File: src/rtl/cannon_pkg.sv
// rtl/cannon_pkg.sv - shared types and constants for the Cannon grid scheduler
package cannon_pkg;

    typedef enum logic [2:0] {
        ST_IDLE,
        ST_LOAD,
        ST_SKEW,
        ST_MUL,
        ST_SUM,
        ST_SHIFT,
        ST_DONE
    } state_e;

    localparam int DEF_SQRT_P = 2;
    localparam int DEF_N      = 8;

    // Bits needed to hold values 0..v inclusive.
    function automatic int clog2_plus1(input int v);
        return $clog2(v + 1);
    endfunction

endpackage

File: src/rtl/phase_timer.sv
// rtl/phase_timer.sv - loadable saturating down-counter timing LOAD/SKEW/SHIFT phases
module phase_timer #(
    parameter int W = 1
) (
    input  logic         clk,
    input  logic         rst_n,
    input  logic         load,
    input  logic [W-1:0] load_val,
    output logic [W-1:0] count,
    output logic         expired
);

    logic [W-1:0] count_q;

    always_ff @(posedge clk or negedge rst_n) begin
        if (!rst_n) begin
            count_q <= '0;
        end else if (load) begin
            count_q <= load_val;
        end else if (count_q != '0) begin
            count_q <= count_q - W'(1);
        end
    end

    assign count   = count_q;
    assign expired = (count_q == '0);

endmodule

File: src/rtl/cannon_sched.sv
// rtl/cannon_sched.sv - phase sequencer for Cannon's block-matrix multiply grid
module cannon_sched
    import cannon_pkg::*;
#(
    parameter int  SQRT_P       = DEF_SQRT_P,
    parameter int  READ_CYCLES  = 1,
    parameter int  SHIFT_CYCLES = 1,
    localparam int RW           = clog2_plus1(SQRT_P)
) (
    input  logic          clk,
    input  logic          rst_n,
    input  logic          start,
    input  logic          abort,
    input  logic          mul_done,
    input  logic          sum_done,
    output logic          enable_read,
    output logic          clear_acc,
    output logic          enable_skew,
    output logic [RW-1:0] skew_step,
    output logic          enable_mul,
    output logic          enable_sum,
    output logic          enable_shift,
    output logic [RW-1:0] round,
    output logic          busy,
    output logic          done,
    output logic          proto_err
);

    localparam int SKEW_LEN = (SQRT_P > 1) ? SQRT_P - 1 : 1;
    localparam int TMAX_RS  = (READ_CYCLES > SHIFT_CYCLES) ? READ_CYCLES : SHIFT_CYCLES;
    localparam int TMAX     = ((TMAX_RS > SKEW_LEN) ? TMAX_RS : SKEW_LEN) - 1;
    localparam int TW       = (TMAX < 1) ? 1 : clog2_plus1(TMAX);

    localparam logic [TW-1:0] LD_READ    = TW'(READ_CYCLES - 1);
    localparam logic [TW-1:0] LD_SKEW    = TW'(SKEW_LEN - 1);
    localparam logic [TW-1:0] LD_SHIFT   = TW'(SHIFT_CYCLES - 1);
    localparam logic [RW-1:0] LAST_ROUND = RW'(SQRT_P - 1);

    state_e        state_q, state_d;
    logic [RW-1:0] round_q, round_d;
    logic          perr_q, perr_d;
    logic          tmr_load;
    logic [TW-1:0] tmr_val, tmr_cnt;
    logic          tmr_exp;
    logic          start_ok;

    assign start_ok = (state_q == ST_IDLE) && start && !abort;

    // Reloading on every transition keeps the timer fresh for whichever timed phase comes next.
    assign tmr_load = (state_d != state_q);

    always_comb begin
        tmr_val = LD_SHIFT;
        if (state_d == ST_LOAD) tmr_val = LD_READ;
        else if (state_d == ST_SKEW) tmr_val = LD_SKEW;
    end

    phase_timer #(.W(TW)) u_timer (
        .clk      (clk),
        .rst_n    (rst_n),
        .load     (tmr_load),
        .load_val (tmr_val),
        .count    (tmr_cnt),
        .expired  (tmr_exp)
    );

    always_ff @(posedge clk or negedge rst_n) begin
        if (!rst_n) begin
            state_q <= ST_IDLE;
            round_q <= '0;
            perr_q  <= 1'b0;
        end else begin
            state_q <= state_d;
            round_q <= round_d;
            perr_q  <= perr_d;
        end
    end

    always_comb begin
        state_d = state_q;
        case (state_q)
            ST_IDLE:  if (start) state_d = ST_LOAD;
            ST_LOAD:  if (tmr_exp) state_d = (SQRT_P > 1) ? ST_SKEW : ST_MUL;
            ST_SKEW:  if (tmr_exp) state_d = ST_MUL;
            ST_MUL:   if (mul_done) state_d = ST_SUM;
            ST_SUM:   if (sum_done) state_d = (round_q == LAST_ROUND) ? ST_DONE : ST_SHIFT;
            ST_SHIFT: if (tmr_exp) state_d = ST_MUL;
            ST_DONE:  state_d = ST_IDLE;
            default:  state_d = ST_IDLE;
        endcase
        if (abort) state_d = ST_IDLE;
    end

    always_comb begin
        round_d = round_q;
        perr_d  = perr_q | (mul_done && state_q != ST_MUL) | (sum_done && state_q != ST_SUM);
        if (abort || start_ok) begin
            round_d = '0;
        end else if (state_q == ST_SHIFT && tmr_exp && round_q != LAST_ROUND) begin
            round_d = round_q + RW'(1);
        end
        if (start_ok) perr_d = 1'b0;
    end

    always_comb begin
        enable_read  = (state_q == ST_LOAD);
        clear_acc    = (state_q == ST_LOAD) && (tmr_cnt == LD_READ);
        enable_skew  = (state_q == ST_SKEW);
        skew_step    = (state_q == ST_SKEW) ? (LAST_ROUND - RW'(tmr_cnt)) : '0;
        enable_mul   = (state_q == ST_MUL);
        enable_sum   = (state_q == ST_SUM);
        enable_shift = (state_q == ST_SHIFT);
        round        = round_q;
        busy         = (state_q != ST_IDLE) && (state_q != ST_DONE);
        done         = (state_q == ST_DONE);
        proto_err    = perr_q;
    end

endmodule

File: config.mk
export PLATFORM = sky130hd
export DESIGN_NAME = cannon_sched
export DESIGN_NICKNAME = d
export VERILOG_FILES = /design/src/rtl/cannon_pkg.sv /design/src/rtl/phase_timer.sv /design/src/rtl/cannon_sched.sv
export SDC_FILE = /design/constraint.sdc
export NUM_CORES = 1
export LEC_CHECK = 0
export CELL_PAD_IN_SITES_DETAIL_PLACEMENT = 0
export CELL_PAD_IN_SITES_GLOBAL_PLACEMENT = 1
export CORE_MARGIN = 8
export CORE_UTILIZATION = 29
export DETAILED_ROUTE_END_ITERATION = 16
export DONT_BUFFER_PORTS = 1
export PLACE_DENSITY_LB_ADDON = 0.1
export SLEW_MARGIN = 20
export SYNTH_ARGS = -nofsm -noshare
export SYNTH_HDL_FRONTEND = slang
export SYNTH_SLANG_ARGS = --single-unit
File: constraint.sdc
create_clock -name clk -period 1.9 [get_ports clk]
set_clock_uncertainty 0.1 [all_clocks]
set_input_delay 0.285 -clock clk [delete_from_list [all_inputs] [get_ports clk]]
set_output_delay 0.285 -clock clk [all_outputs]
set_load 0.02 [all_outputs]
==> results.tsv <==
metric	value	unit
initial antenna violation count	0	
fmax	562	MHz
core area	0.00145	mm²
RD Place Congestion	0.685	
Hold Vio Cnt, Final	0	
drt first pass iters	4	
Skew-Pair Late Insertion Delay	0.24	ns
worst r2r dst	round[1]	
nets	60	
number of diodes	0	
cells after synthesis	48	
DP Worst Slack	0.198	ns
Pleak	0.219	nW
CTS sink cnt	6	
CP top delay family	flip-flops	
root buf cell	clkbuf_4	
cells on worst reg2reg path	4	
Tot GR Track Use	7.55	%
setup TNS	0	ns
flops & latches, synth	6	
detailed-route via count	372	
Worst Path Required	1.51	ns
first-pass GRT wire length	1.57	mm
number of port buffers	0	
initial core utilization	30.1	%
Post-DRT Antenna Nets	0	
CP max stage delay	0.55	ns
grt ovf	0	
final WL	1.05	mm
CP max FO	14	
Hold Startpoint	abort	
post-CTS setup buffers	0	
Cell Area, Placed	443	µm²
vias in the first global route	338	
Longest Clk Path Bufs	2	
Arr. time, crit path	1.39	ns
min cycle time layout	1.78	ns
CTS buffer count	3	
Worst Slack Setup Final	0.121	ns
critical path type	reg -> out	
non-filler cells, final	67	
Final period util	93.6	%
Placed Cells	61	
HPWL reported at the end of detailed placement	849	µm
CTS tree	yes	
Die X	54.9	µm
final instance area	495	µm²
fraction of layout cells with a size suffix above 1	17.6	%
top-level I/O count	19	
Setup violations, final	0	
Min Hold Slack	0.0156	ns
final core occ	34.1	%
Yosys Warn Count	0	
Total Power	0.365	mW
Post-Syn Area	438	µm²
maximum VDD drop	370	µV
commonest non-fill, non-tap cell in the layout	dfrtp_1	
synthesis-to-layout area growth	13.1	%
maxcap violations	0	
Final Slew Violations	0	
RSZ-0062 raised after global routing	no	
Power per Cell Area	736	mW/mm²
crit path from	state_q[2]	
WP buf/inv	1	
syn avg cell area	9.12	µm²
WHS Endpoint	round[0]	
Routed wire per std cell	15.7	µm
Synth cell types	28	
R2R Setup Slk	0.20	ns
slowest stage cell, crit path	dfrtp_1	
die area	0.00301	mm²
Seq/Total Area, Yosys	34.3	%
critical-path cell list	or3b_1 > inv_1	
Critical R2R Launch	round[0]	
Worst path depth	2	
Via density	5.55	
crit path launch type	flip-flop	
H-tree depth	1	
Min-Delay Path Class	in -> reg	
Hold Crit Depth	1	
Worst-path clk slew	0.05	ns
status	finished, final reports clean	
largest net degree at the start of global routing	15	
DRC Markers	0	
CP endpoint kind	output pin	
post-synthesis net count	55	
Die Y	54.9	µm
Initial DRC Count	5	
FP Rows	14	
[layout make-up]
cell class / count / area, µm²
well taps: 16 / 20.0
inverters: 2 / 7.51
repair buffers: 6 / 52.6
multi-input cells: 34 / 243
flip-flops and latches: 6 / 150
clock buffers: 3 / 22.5
fillers: 160 / 958
[layer usage]
layer	vias to the layer above	share of wire, %	track usage, %
li1	174	-	-
met1	171	39	7.92
met2	23	45	10.9
met3	4	13	4.08
met4	0	3.0	6.15
met5	-	0	0
[how the worst max path moves through the flow]
stage	to	slack [ns]
final	enable_sum	0.12
after global routing	enable_sum	0.05
after CTS	enable_sum	0.1
after detailed placement	round[1]	0.20
after global placement	round[1]	0.24
after floorplan	enable_read	0.12
[power by group]
part           internal [mW]  switching [mW]  total, mW
clock network         0.0714          0.0457      0.117
logic                 0.0351          0.0513     0.0865
registers              0.137          0.0244      0.161
total                  0.243           0.121      0.365
[cell families after synthesis]
kind of cell | synth area share (%)
AOI/OAI and AO/OA | 14.3
xor gates and xnor gates | 2.00
adders and majority gates | 2.86
buffers and inverters | 10.3
DFF | 34.3
other | 0.856
and+or+nand+nor | 35.4
[what timing repair did]
item,in CTS,in global routing
resized for setup,0,0
hold buffers,2,1
hold endpoints to repair,7,1
[flip-flops by register name, summed over array words and instances (netlist names)]
name,cells
proto_err,1
round,2
state_q,3
[cell usage after synthesis]
master	n	share of area, %
a2111oi_2	1	3.4
a211oi_1	1	1.7
a21o_1	1	1.7
a21oi_1	2	2.3
a221oi_1	1	2.0
a31oi_1	1	1.4
and3b_1	3	6.0
and4bb_4	1	3.7
buf_2	3	3.4
buf_4	3	5.1
conb_1	1	0.86
dfrtp_1	6	34
ha_1	1	2.9
inv_1	2	1.7
nand2_1	1	0.86
nand2b_1	3	4.3
nand3_1	1	1.1
nand3b_1	1	1.7
nor2_1	2	1.7
nor2_2	1	1.4
nor2b_1	2	2.9
nor3_1	3	3.4
nor3b_1	2	3.4
nor4_1	1	1.4
o21a_1	1	1.7
or3_1	1	1.4
or3b_1	1	2.0
xnor2_1	1	2.0
No activity file was read; power rests on OpenSTA's default activity.
